`src/rtl/rgb_pixel_stage_pkg.sv`:
```
// Shared types and constants for the registered RGB pixel output stage.
package rgb_pkg;

    localparam int DEF_CHAN_W   = 4;
    localparam int DEF_NUM_CHAN = 3;
    localparam int PIX_W        = DEF_NUM_CHAN * DEF_CHAN_W;

    typedef enum logic [1:0] {
        MODE_PASS    = 2'd0,
        MODE_SOLID   = 2'd1,
        MODE_BARS    = 2'd2,
        MODE_CHECKER = 2'd3
    } mode_t;

    // Channel masks per bar, bit 2 = red, bit 1 = green, bit 0 = blue.
    localparam logic [7:0][2:0] BAR_LUT = {
        3'b111, 3'b110, 3'b101, 3'b100,
        3'b011, 3'b010, 3'b001, 3'b000
    };

endpackage

```
`src/rtl/rgb_pixel_stage_if.sv`:
```
// Video bundle between the pixel fetch/timing path and the pixel output stage.
interface rgb_pixel_stage_if #(
    parameter int PIX_W = rgb_pkg::PIX_W
);
    logic [PIX_W-1:0] pix_in;
    logic [PIX_W-1:0] blank_color;
    logic [PIX_W-1:0] solid_color;
    logic             h_disp;
    logic             v_disp;
    logic             hsync_in;
    logic             vsync_in;
    logic [1:0]       mode_req;
    logic [3:0]       bar_w_log2;
    logic [PIX_W-1:0] out_rgb;
    logic             hsync_out;
    logic             vsync_out;
    logic             active_out;
    logic [1:0]       mode_cur;

    modport master (
        output pix_in, blank_color, solid_color, h_disp, v_disp,
               hsync_in, vsync_in, mode_req, bar_w_log2,
        input  out_rgb, hsync_out, vsync_out, active_out, mode_cur
    );

    modport slave (
        input  pix_in, blank_color, solid_color, h_disp, v_disp,
               hsync_in, vsync_in, mode_req, bar_w_log2,
        output out_rgb, hsync_out, vsync_out, active_out, mode_cur
    );
endinterface

```
`src/rtl/rgb_pixel_stage_delay.sv`:
```
// Fixed-length shift register for a small signal bundle; DEPTH=0 collapses to a wire.
module sig_delay_line #(
    parameter int WIDTH = 1,
    parameter int DEPTH = 1
) (
    input  logic             clk,
    input  logic             reset_n,
    input  logic [WIDTH-1:0] d_i,
    output logic [WIDTH-1:0] q_o
);
    generate
        if (DEPTH == 0) begin : g_wire
            assign q_o = d_i;
        end else begin : g_pipe
            logic [WIDTH-1:0] stage_q [DEPTH];

            always_ff @(posedge clk or negedge reset_n) begin
                if (!reset_n) begin
                    for (int i = 0; i < DEPTH; i++) stage_q[i] <= '0;
                end else begin
                    stage_q[0] <= d_i;
                    for (int i = 1; i < DEPTH; i++) stage_q[i] <= stage_q[i-1];
                end
            end

            assign q_o = stage_q[DEPTH-1];
        end
    endgenerate
endmodule

```
`src/rtl/rgb_pixel_stage.sv`:
```
// Registered RGB output stage: aligns timing to late pixel data, blanks outside the
// active region, and substitutes test patterns with mode changes only at frame end.
module rgb_pixel_stage
    import rgb_pkg::*;
#(
    parameter int CHAN_W     = DEF_CHAN_W,
    parameter int NUM_CHAN   = DEF_NUM_CHAN,
    parameter int PIPE_DEPTH = 2,
    parameter int CNT_W      = 11,
    parameter int CHK_SHIFT  = 4
) (
    input  logic               clk,
    input  logic               reset_n,
    rgb_pixel_stage_if.slave   bus
);
    localparam int BUS_W = NUM_CHAN * CHAN_W;

    logic [3:0] dl_in;
    logic [3:0] dl_out;
    logic       h_d, v_d, hs_d, vs_d;

    assign dl_in = {bus.h_disp, bus.v_disp, bus.hsync_in, bus.vsync_in};

    sig_delay_line #(
        .WIDTH (4),
        .DEPTH (PIPE_DEPTH)
    ) u_delay (
        .clk     (clk),
        .reset_n (reset_n),
        .d_i     (dl_in),
        .q_o     (dl_out)
    );

    assign {h_d, v_d, hs_d, vs_d} = dl_out;

    logic             h_prev_q, v_prev_q;
    logic [CNT_W-1:0] x_q, x_d, y_q, y_d;
    mode_t            mode_q, mode_d;
    logic             active, h_fall, v_fall;

    assign active = h_d & v_d;
    assign h_fall = h_prev_q & ~h_d;
    assign v_fall = v_prev_q & ~v_d;

    // Clears win over increments so a line/frame always starts at coordinate 0.
    always_comb begin
        x_d    = x_q;
        y_d    = y_q;
        mode_d = mode_q;
        if (!h_d)
            x_d = '0;
        else if (active)
            x_d = x_q + CNT_W'(1);
        if (!v_d)
            y_d = '0;
        else if (h_fall)
            y_d = y_q + CNT_W'(1);
        if (v_fall)
            mode_d = mode_t'(bus.mode_req);
    end

    logic [CNT_W-1:0] x_shift;
    logic [2:0]       bar_mask;
    logic             chk_bit;
    logic [BUS_W-1:0] bar_rgb;
    logic [BUS_W-1:0] chk_rgb;
    logic [BUS_W-1:0] rgb_d;

    assign x_shift  = x_q >> bus.bar_w_log2;
    assign bar_mask = BAR_LUT[x_shift[2:0]];
    assign chk_bit  = x_q[CHK_SHIFT] ^ y_q[CHK_SHIFT];
    assign chk_rgb  = {BUS_W{chk_bit}};

    // Channel 0 is the most significant slice; masks repeat R,G,B for wider buses.
    generate
        for (genvar gi = 0; gi < NUM_CHAN; gi++) begin : g_bar_chan
            assign bar_rgb[(NUM_CHAN-1-gi)*CHAN_W +: CHAN_W] = {CHAN_W{bar_mask[2 - (gi % 3)]}};
        end
    endgenerate

    always_comb begin
        rgb_d = bus.blank_color;
        if (active) begin
            case (mode_q)
                MODE_PASS:    rgb_d = bus.pix_in;
                MODE_SOLID:   rgb_d = bus.solid_color;
                MODE_BARS:    rgb_d = bar_rgb;
                MODE_CHECKER: rgb_d = chk_rgb;
                default:      rgb_d = bus.blank_color;
            endcase
        end
    end

    logic [BUS_W-1:0] out_rgb_q;
    logic             hsync_q, vsync_q, active_q;

    always_ff @(posedge clk or negedge reset_n) begin
        if (!reset_n) begin
            h_prev_q  <= 1'b0;
            v_prev_q  <= 1'b0;
            x_q       <= '0;
            y_q       <= '0;
            mode_q    <= MODE_PASS;
            out_rgb_q <= '0;
            hsync_q   <= 1'b0;
            vsync_q   <= 1'b0;
            active_q  <= 1'b0;
        end else begin
            h_prev_q  <= h_d;
            v_prev_q  <= v_d;
            x_q       <= x_d;
            y_q       <= y_d;
            mode_q    <= mode_d;
            out_rgb_q <= rgb_d;
            hsync_q   <= hs_d;
            vsync_q   <= vs_d;
            active_q  <= active;
        end
    end

    assign bus.out_rgb    = out_rgb_q;
    assign bus.hsync_out  = hsync_q;
    assign bus.vsync_out  = vsync_q;
    assign bus.active_out = active_q;
    assign bus.mode_cur   = mode_q;
endmodule

```
`src/flat_wrapper.sv`:
```
// flat-port wrapper written by rule: the top's interface ports become plain ports
module rgb_pixel_stage_flat import rgb_pkg::*;
#(
    parameter int CHAN_W     = DEF_CHAN_W,
    parameter int NUM_CHAN   = DEF_NUM_CHAN,
    parameter int PIPE_DEPTH = 2,
    parameter int CNT_W      = 11,
    parameter int CHK_SHIFT  = 4
)
  (clk, reset_n, bus_pix_in, bus_blank_color, bus_solid_color, bus_h_disp, bus_v_disp, bus_hsync_in, bus_vsync_in, bus_mode_req, bus_bar_w_log2, bus_out_rgb, bus_hsync_out, bus_vsync_out, bus_active_out, bus_mode_cur);
  rgb_pixel_stage_if #(.PIX_W(12)) bus_i ();
  input  logic clk;
  input  logic reset_n;
  input wire logic [$bits(bus_i.pix_in)-1:0] bus_pix_in;
  input wire logic [$bits(bus_i.blank_color)-1:0] bus_blank_color;
  input wire logic [$bits(bus_i.solid_color)-1:0] bus_solid_color;
  input wire logic [$bits(bus_i.h_disp)-1:0] bus_h_disp;
  input wire logic [$bits(bus_i.v_disp)-1:0] bus_v_disp;
  input wire logic [$bits(bus_i.hsync_in)-1:0] bus_hsync_in;
  input wire logic [$bits(bus_i.vsync_in)-1:0] bus_vsync_in;
  input wire logic [$bits(bus_i.mode_req)-1:0] bus_mode_req;
  input wire logic [$bits(bus_i.bar_w_log2)-1:0] bus_bar_w_log2;
  output wire logic [$bits(bus_i.out_rgb)-1:0] bus_out_rgb;
  output wire logic [$bits(bus_i.hsync_out)-1:0] bus_hsync_out;
  output wire logic [$bits(bus_i.vsync_out)-1:0] bus_vsync_out;
  output wire logic [$bits(bus_i.active_out)-1:0] bus_active_out;
  output wire logic [$bits(bus_i.mode_cur)-1:0] bus_mode_cur;
  assign bus_i.pix_in = bus_pix_in;
  assign bus_i.blank_color = bus_blank_color;
  assign bus_i.solid_color = bus_solid_color;
  assign bus_i.h_disp = bus_h_disp;
  assign bus_i.v_disp = bus_v_disp;
  assign bus_i.hsync_in = bus_hsync_in;
  assign bus_i.vsync_in = bus_vsync_in;
  assign bus_i.mode_req = bus_mode_req;
  assign bus_i.bar_w_log2 = bus_bar_w_log2;
  assign bus_out_rgb = bus_i.out_rgb;
  assign bus_hsync_out = bus_i.hsync_out;
  assign bus_vsync_out = bus_i.vsync_out;
  assign bus_active_out = bus_i.active_out;
  assign bus_mode_cur = bus_i.mode_cur;
  rgb_pixel_stage #(.CHAN_W(CHAN_W), .NUM_CHAN(NUM_CHAN), .PIPE_DEPTH(PIPE_DEPTH), .CNT_W(CNT_W), .CHK_SHIFT(CHK_SHIFT)) u_core (.clk(clk), .reset_n(reset_n), .bus(bus_i));
endmodule
```
`config.mk`:
```
export PLATFORM = sky130hd
export DESIGN_NAME = rgb_pixel_stage_flat
export DESIGN_NICKNAME = d
export VERILOG_FILES = /design/src/rtl/rgb_pixel_stage_pkg.sv /design/src/rtl/rgb_pixel_stage_if.sv /design/src/rtl/rgb_pixel_stage_delay.sv /design/src/rtl/rgb_pixel_stage.sv /design/src/flat_wrapper.sv
export SDC_FILE = /design/constraint.sdc
export NUM_CORES = 1
export LEC_CHECK = 0
export CAP_MARGIN = 20
export CORE_MARGIN = 3
export CORE_UTILIZATION = 35
export CTS_CLUSTER_DIAMETER = 80
export DETAILED_ROUTE_END_ITERATION = 7
export PLACE_DENSITY_LB_ADDON = 0.08
export RECOVER_POWER = 50
export SLEW_MARGIN = 20
export SYNTH_ARGS = -nofsm -noshare
export SYNTH_HDL_FRONTEND = slang
export SYNTH_SLANG_ARGS = --single-unit
```
`constraint.sdc`:
```
create_clock -name clk -period 4 [get_ports clk]
set_input_delay 0.4 -clock clk [delete_from_list [all_inputs] [get_ports clk]]
set_output_delay 0.4 -clock clk [all_outputs]
set_load 0.02 [all_outputs]
```
==> results.ini, run 1 <==
[run_status]
status = complete, but fails checks
violations = max-capacitance violations, max-slew violations

[global_routing]
grt_overflow = 0
grt_pass1_wl_mm = 8.67
grt.total_usage_pct = 15.4
grtUsageMet2_pct = 22.5
grt_pass1_vias = 1674
grt_max_degree = 44
grt_busiest_layer = met2
antenna_found_initial = 0
use_met3_pct = 4.46
use_met1_pct = 21.9

[synthesis]
synth_area_um2 = 2070
yosysTopAreaCell = dfrtp_1
syn_avg_cell_area_um2 = 11.1
synth_area_leaders = dfrtp_1 (52%), and2_1 (4.2%), xnor2_1 (4.2%)
synth_nets = 236
synth_top_cell_area_share_pct = 52.0
synth_cell_types = 37
ys_seq_area_share_pct = 52.0
ys_warn_count = 0
ys_seq_elements = 43
netlist_instances = 186

[timing]
hold_viol = 0
fin_crit_sh_pct = 61.7
clock.fmax_mhz = 405
slew_headroom_pct = -47.8
fin_crit_ns = 2.47
tightestPinTransition_ns = 2.22
finalSetupViolCount = 0
tns_ns = 0
setup_slack_ns = 1.53
finClkSkew_ns = 0.0113
rsz0062_at_grt = no
drv_slew = 44

[clocking]
cts_num_sinks = 43
post_cts_buffers = 0
cts_root_buf = clkbuf_8
clock_latency_ns = 0.29
clk_pin_slew_ns = 0.08
cts-resized-gates = 0
cts.htree.levels = 2
numCtsBuffers = 5
cts_buffer_depth = 2
cts_tree = built
ctsHoldBuffers = 0

[critical_path]
critPathKind = in2reg
max_stage_delay_ns = 0.80
start_kind = primary input
crit_slowest_cell = clkdlybuf4s50_1
worst-path-max-fanout = 12
crit_chain = clkdlybuf4s50_1 > mux2_2 > mux4_2 > a221oi_2 > a21oi_1
arrival_ns = 2.63
endpoint_kind = flop
crit_required_ns = 4.16

[floorplan]
std_cell_rows = 27
die_y_um = 82.9
coreArea_um2 = 5610
die_w_um = 82.9
pin_count = 65
floorplan.die_area_um2 = 6880
start_util_pct = 36.9

[pwr]
switchingPower_uw = 263
irDropWorstVdd_mv = 0.203
powerDensity_nw_per_um2 = 355
p_int_uw = 754
power_frac_seq_pct = 47.4
p_total_mw = 1.02
p_leak_nw = 1.22
p_comb_share_pct = 19.0
clockPowerShare_pct = 33.7
switching_share_pct = 25.9

[detailed_routing]
vias = 1603
drt_wl_total_mm = 4.88
routedWlPerCell_um = 15.1
ant_nets = 0
drt_iter0_markers = 36
drc_errors = 0
drt_first_pass_iters = 4
viasPerCell = 4.95

[place]
gp_congestion = 0.779
portBuffers = 64
post-dp-hpwl_mm = 3.47
dpl_worst_slack_ns = 1.24

[job]
drv_cap = 1

[finish]
layout-drive-gt1-share_pct = 7.14
syn2layout_area_growth_pct = 38.2
fin_nets = 301
fillers = 537
diodes = 0
final_common_cell = clkdlybuf4s50_1
layout_common_cells = clkdlybuf4s50_1 (59), dfrtp_1 (43), nand2_1 (15), and2_1 (14), o22ai_1 (12)
fin_util_pct = 51.0

[hold_path]
hp-class = reg2reg

registers in the layout, indices dropped and copies added (netlist names):
| signal | count |
|---|---|
| u_core.u_delay.q_o | 4 |
| u_core.y_q | 5 |
| u_core.h_prev_q | 1 |
| u_core.bus.out_rgb | 12 |
| u_core.bus.hsync_out | 1 |
| u_core.u_delay.g_pipe.stage_q | 4 |
| u_core.v_prev_q | 1 |
| u_core.x_q | 11 |
| u_core.bus.vsync_out | 1 |
| u_core.bus.active_out | 1 |
| u_core.bus.mode_cur | 2 |
routing by layer:
| layer | vias to the layer above | share of wire (%) |
|---|---|---|
| li1 | 796 | - |
| met1 | 749 | 49 |
| met2 | 53 | 44 |
| met3 | 5 | 6.3 |
| met4 | 0 | 1.1 |
| met5 | - | 0 |
synth_stat cells (all sizes together):
master,instances
buf,4
nand4bb,1
clkinv,1
nor2,1
o21ai,11
o22ai,12
a31oi,5
and2,14
dfrtp,43
nand2b,3
o221ai,1
inv,3
and4,3
nand4,4
nand2,15
xor2,5
a221oi,1
xnor2,10
ha,2
and3,2
a21oi,4
o211ai,2
mux2i,7
nor3,2
mux2,6
nor2b,8
mux4,1
and3b,1
nand3,6
clkbuf,2
o22a,4
or2,2
cells by family after synthesis:
kind of cell             share of synthesized area, %
multiplexers                                     7.92
AO/OA/AOI/OAI                                    12.3
AND/OR/NAND/NOR                                  17.2
buffers and inverters                            3.08
adder cells (fa/ha/maj)                          1.21
XOR/XNOR                                         6.34
flip-flops                                       52.0
final cells by class:
cell class	count	area (um^2)	share of cell area, %
Clock buffer	5	68.8	2.40
Clock inverter	3	47.5	1.66
Inverter	4	15.0	0.524
Multi-Input combinational cell	133	931	32.5
Sequential cell	43	1080	37.6
Tap cell	72	90.1	3.15
Timing Repair Buffer	64	634	22.2
worst paths after layout:
path                            slack (ns)  cells after the start                             start                endpoint
worst max-delay path                  1.53                      5                 bus_bar_w_log2[0]   u_core.bus.out_rgb[7]
worst min-delay path                  0.36                      0  u_core.u_delay.g_pipe.stage_q[7]   u_core.u_delay.q_o[3]
worst max register to register        1.86                      5             u_core.u_delay.q_o[3]   u_core.bus.out_rgb[8]
worst min register to register        0.36                      0  u_core.u_delay.g_pipe.stage_q[7]   u_core.u_delay.q_o[3]
max in group asynchronous             1.98                      1                           reset_n  u_core.bus.out_rgb[11]
min in group asynchronous             0.75                      1                           reset_n    u_core.bus.vsync_out
critical path: cells and delay by family:
kind | cells | cell delay [ns]
buffers and inverters | 1 | 0.80
AO/OA/AOI/OAI | 2 | 0.56
multiplexers | 2 | 0.86
through the flow:
stage | instances | hold slack, ns | instance area, um^2
2_1_floorplan | 186 | 0.104 | 2070
3_3_place_gp | 316 | 0.331 | 2750
3_5_place_dp | 316 | 0.338 | 2750
4_1_cts | 324 | 0.274 | 2860
5_1_grt | 324 | 0.367 | 2860
6_report | 324 | 0.355 | 2860
power groups by stage:
| stage | combinational [mW] | sequential, mW | clock (mW) |
|---|---|---|---|
| finish | 0.193 | 0.482 | 0.343 |
| global route | 0.211 | 0.486 | 0.374 |
| CTS | 0.196 | 0.482 | 0.355 |
| detailed placement | 0.195 | 0.491 | 0 |
| global placement | 0.195 | 0.489 | 0 |
| floorplan | 0.0665 | 0.509 | 0 |
No activity file was read; power rests on OpenSTA's default activity.
==> run 2: changes to the inputs <==
clock period = 2.6 ns   (was 4 ns; I/O delays follow)
==> results.ini, run 2 (same netlist as run 1, synthesis figures left out) <==
[timing]
slew_headroom_pct = 37.1
fin_crit_ns = 2.14
fin_crit_sh_pct = 82.2
hold_viol = 0
clock.fmax_mhz = 468
tns_ns = 0
finalSetupViolCount = 0
drv_slew = 0
setup_slack_ns = 0.462
tightestPinTransition_ns = 0.943
finClkSkew_ns = 0.00881
whs_ns = 0.0964
rsz0062_at_grt = no

[pwr]
p_comb_share_pct = 20.6
p_int_mw = 1.06
p_leak_nw = 1.23
p_total_mw = 1.48
power_frac_seq_pct = 49.9
irDropWorstVdd_mv = 0.223
switching_share_pct = 28.0
switchingPower_uw = 413
clockPowerShare_pct = 29.5
powerDensity_nw_per_um2 = 515

[critical_path]
max_stage_delay_ns = 0.61
crit_path_start = bus_bar_w_log2[0]
rr_worst_depth = 4
crit_chain = clkdlybuf4s50_1 > mux2_2 > mux4_2 > a221oi_2 > a21oi_1
worst-path-max-fanout = 6
crit_slowest_cell = clkdlybuf4s50_1
worstPathBufferInverterCount = 1
timing.rr.start = u_core.x_q[4]
crit_required_ns = 2.76
crit_family = multiplexers
start_kind = primary input
reg2reg_slack_ns = 0.59
arrival_ns = 2.30
r2r_end = u_core.bus.out_rgb[6]
critPathKind = in2reg
endpoint_kind = flop

[floorplan]
pin_count = 65
die_y_um = 82.9
start_util_pct = 36.9
die_w_um = 82.9
floorplan.die_area_um2 = 6880
coreArea_um2 = 5610
std_cell_rows = 27

[detailed_routing]
ant_nets = 0
vias = 1624
routedWlPerCell_um = 15.2
drt_first_pass_iters = 4
drt_iter0_markers = 109
viasPerCell = 4.95
drt_wl_total_mm = 4.97
drc_errors = 0

[clocking]
post_cts_buffers = 0
cts_root_buf = clkbuf_8
cts.htree.levels = 2
cts-resized-gates = 0
cts_num_sinks = 43
ctsHoldBuffers = 0
clock_latency_ns = 0.30
numCtsBuffers = 5
cts_buffer_depth = 2
cts_tree = built
clk_pin_slew_ns = 0.09

[finish]
final_common_cell = clkdlybuf4s50_1
diodes = 0
fin_util_pct = 51.1
largest_reg_flops = 12
ff_latch_area_um2 = 1080
syn2layout_area_growth_pct = 38.5
layout-drive-gt1-share_pct = 8.59
multi_input_comb_area_um2 = 931
fin_area_um2 = 2870
stdcell_count = 328
fin_nets = 305
fillers = 528
layout_common_cells = clkdlybuf4s50_1 (59), dfrtp_1 (43), nand2_1 (15), and2_1 (14), o22ai_1 (12)

[place]
dpl_cell_area_um2 = 2780
dpl_worst_slack_ns = 0.173
placed_cells = 320
post-dp-hpwl_mm = 3.60
portBuffers = 64
gp_congestion = 0.779

[global_routing]
grt.total_usage_pct = 15.5
grt_overflow = 0
antenna_found_initial = 0
grt_max_degree = 44
grt_pass1_vias = 1658
grt_pass1_wl_mm = 8.55

[run_status]
status = finished, final reports clean

[job]
drv_cap = 0

[hold_path]
hp-class = in2async

run 2: changes by cell type in the layout (fill, tap and decap cells not counted):
cell	change
buf_2	+1
buf_4	+3
bufinv_16	-1
clkinv_4	+1
clkinvlp_4	+1
inv_6	-1
run 2: worst reg2reg max path, cell delays in order, from the launching register on:
cell      delay (ns)
dfrtp_1         0.49
mux2_2          0.31
mux4_2          0.50
a221oi_2        0.44
a21oi_1         0.12
run 2: how the worst max path moves through the flow:
stage,end,depth (start not counted)
2_1_floorplan,u_core.bus.out_rgb[7],5
3_3_place_gp,u_core.bus.out_rgb[6],5
3_5_place_dp,u_core.bus.out_rgb[7],5
4_1_cts,u_core.bus.out_rgb[6],5
5_1_grt,u_core.bus.out_rgb[7],5
6_report,u_core.bus.out_rgb[6],5
run 2: final cells by class:
class	instances	area share, %
sequential	43	37.5
multi-input combinational	133	32.5
timing repair buffer	68	23.1
tap	72	3.14
clock buffer	5	2.40
clock inverter	3	0.873
inverter	4	0.524
run 2: layer usage:
| metal | global-route usage [%] | wire length [um] | up-vias | part of all wire [%] |
|---|---|---|---|---|
| li1 | - | - | 804 | - |
| met1 | 20.8 | 2330 | 765 | 47 |
| met2 | 23.3 | 2250 | 49 | 45 |
| met3 | 5.16 | 316 | 6 | 6.4 |
| met4 | 5.35 | 74 | 0 | 1.5 |
| met5 | 0 | 0 | - | 0 |
run 2: power groups by stage:
stage               registers, mW  clock network (mW)  logic [mW]
floorplan                   0.783                   0       0.102
global placement            0.751                   0       0.306
detailed placement          0.752                   0       0.308
CTS                         0.738               0.452       0.310
global route                0.745               0.484       0.333
finish                      0.737               0.436       0.305
==> variant, RTL diff (flow settings as in run 1) <==
`CNT_W` is set to 11 in 2 places; all go to 9.
--- a/src/rtl/rgb_pixel_stage.sv
+++ b/src/rtl/rgb_pixel_stage.sv
@@ -6,7 +6,7 @@
     parameter int CHAN_W     = DEF_CHAN_W,
     parameter int NUM_CHAN   = DEF_NUM_CHAN,
     parameter int PIPE_DEPTH = 2,
-    parameter int CNT_W      = 11,
+    parameter int CNT_W      = 9,
     parameter int CHK_SHIFT  = 4
 ) (
     input  logic               clk,
--- a/src/flat_wrapper.sv
+++ b/src/flat_wrapper.sv
@@ -4,7 +4,7 @@
     parameter int CHAN_W     = DEF_CHAN_W,
     parameter int NUM_CHAN   = DEF_NUM_CHAN,
     parameter int PIPE_DEPTH = 2,
-    parameter int CNT_W      = 11,
+    parameter int CNT_W      = 9,
     parameter int CHK_SHIFT  = 4
 )
   (clk, reset_n, bus_pix_in, bus_blank_color, bus_solid_color, bus_h_disp, bus_v_disp, bus_hsync_in, bus_vsync_in, bus_mode_req, bus_bar_w_log2, bus_out_rgb, bus_hsync_out, bus_vsync_out, bus_active_out, bus_mode_cur);
Check against the original RTL: same outputs for any inputs over 10 cycles, from zero or initial values and one cycle with reset_n low; that may be too few to reach the edited logic, so the function may still have changed.
==> variant against run 1 <==
  * Cell count is 5.9% lower
  * Sequential cell count is 2 lower
  * Critical endpoint is now u_core.bus.out_rgb[8]
  * Setup slack better by 470 ps
  * Design area is 6.8% lower
  * The run still ends with max-capacitance violations, max-slew violations left
  * Clock skew is 7.3 ps lower
  * Largest cell class unchanged
  * Total power is 11% lower
  * Synthesized cell count is 7.0% lower
  * Sequential power is 4.1% lower
  * Wire length is 4.5% lower
  * Synthesized area is 7.6% lower
  * Maximum frequency is 23% higher
==> variant: results (changes against run 1) <==
[metrics] multi-input gate share of total cell area: 0.3091 (was 0.3252)
[metrics] status: finished, violations left (unchanged)
[metrics] clock sink total: 41 (was 43)
[metrics] count of different cell masters after synthesis: 34 (was 37)
[metrics] metal3 WL: 464 um (was 309 um)
[metrics] sequential share of cell area: 0.3846 (was 0.3759)
[metrics] grt met3 use: 0.05418 (was 0.04464)
[metrics] max-slew violation count: 42 (was 44)
[metrics] detailed-route wire length: 4.666 mm (was 4.884 mm)
[metrics] overall fraction of global-route tracks in use: 0.1552 (was 0.1539)
[metrics] number of clock buffers in the layout: 6 (was 5)
[metrics] cell with the biggest individual delay on the critical path: sky130_fd_sc_hd__dfrtp_1 (was sky130_fd_sc_hd__clkdlybuf4s50_1)
[metrics] met1 usage in global routing: 0.1937 (was 0.2189)
[metrics] synth-to-layout area growth: 39.44% (was 38.25%)
[metrics] crit path DAT: 2150 ps (was 2630 ps)
[metrics] compound-cell area share of the yosys netlist: 0.1360 (was 0.1233)
[metrics] post-detail-place hpwl: 3.417 mm (was 3.468 mm)
[metrics] Post-Synthesis Net Count: 223 (was 236)
[metrics] share of cell area taken by muxes after synthesis: 0.07129 (was 0.07915)
[metrics] Max Cap Violations: 1 (unchanged)
[metrics] met2 layer usage reported by global route: 0.2525 (was 0.2252)
[metrics] worst setup slack after layout: 1999 ps (was 1532 ps)
[metrics] maximum fanout count along the critical path: 15 (was 12)
[metrics] mean post-synth cell area: 11.06 um2 (was 11.13 um2)
[metrics] failing checks: max-capacitance violations, max-slew violations (unchanged)
[metrics] DRT met1 WL: 2.059 mm (was 2.389 mm)
[metrics] clock skew: 4.065 ps (was 11.33 ps)
[metrics] number of violations reported at the end of detailed-routing iteration 0: 45 (was 36)
[metrics] startpoint of the tightest hold check path: u_core.u_delay.q_o[1] (was u_core.u_delay.g_pipe.stage_q[7])
[metrics] worst setup slack after placement: 1730 ps (was 1240 ps)
[metrics] FF-to-FF Start: u_core.u_delay.q_o[2] (was u_core.u_delay.q_o[3])
[metrics] final-stage net count: 284 (was 301)
[metrics] startpoint type of the worst setup path: flip-flop (was input port)
[metrics] Storage cell area: 1026 um2 (was 1076 um2)
[metrics] Hold Crit Endpoint: u_core.bus.hsync_out (was u_core.u_delay.q_o[3])
[metrics] Placed Cells: 297 (was 316)
[metrics] Multi-input comb cells: 120 (was 133)
[metrics] clock network area share: 0.03283 (was 0.04065)
[metrics] adder-cell share of the synthesized area: 0.01308 (was 0.01208)
[metrics] first-pass GRT wire length: 7.748 mm (was 8.666 mm)
[metrics] family with the most delay on the worst path: flip-flops (was multiplexers)
==> variant: changes by cell type after synthesis, moves of 4 or more <==
cell	change
sky130_fd_sc_hd__a31oi_1	+6
sky130_fd_sc_hd__and2_1	-4
sky130_fd_sc_hd__clkbuf_1	+4
sky130_fd_sc_hd__o22a_1	-4
sky130_fd_sc_hd__o22ai_1	-5
sky130_fd_sc_hd__or4_1	+4
==> variant: power by group through the flow <==
| stage | logic, mW | registers (mW) | clock network (mW) |
|---|---|---|---|
| after floorplan | 0.0658 | 0.482 | 0 |
| after global placement | 0.176 | 0.469 | 0 |
| after detailed placement | 0.180 | 0.470 | 0 |
| after CTS | 0.181 | 0.462 | 0.276 |
| after global routing | 0.192 | 0.466 | 0.294 |
| final | 0.178 | 0.462 | 0.266 |
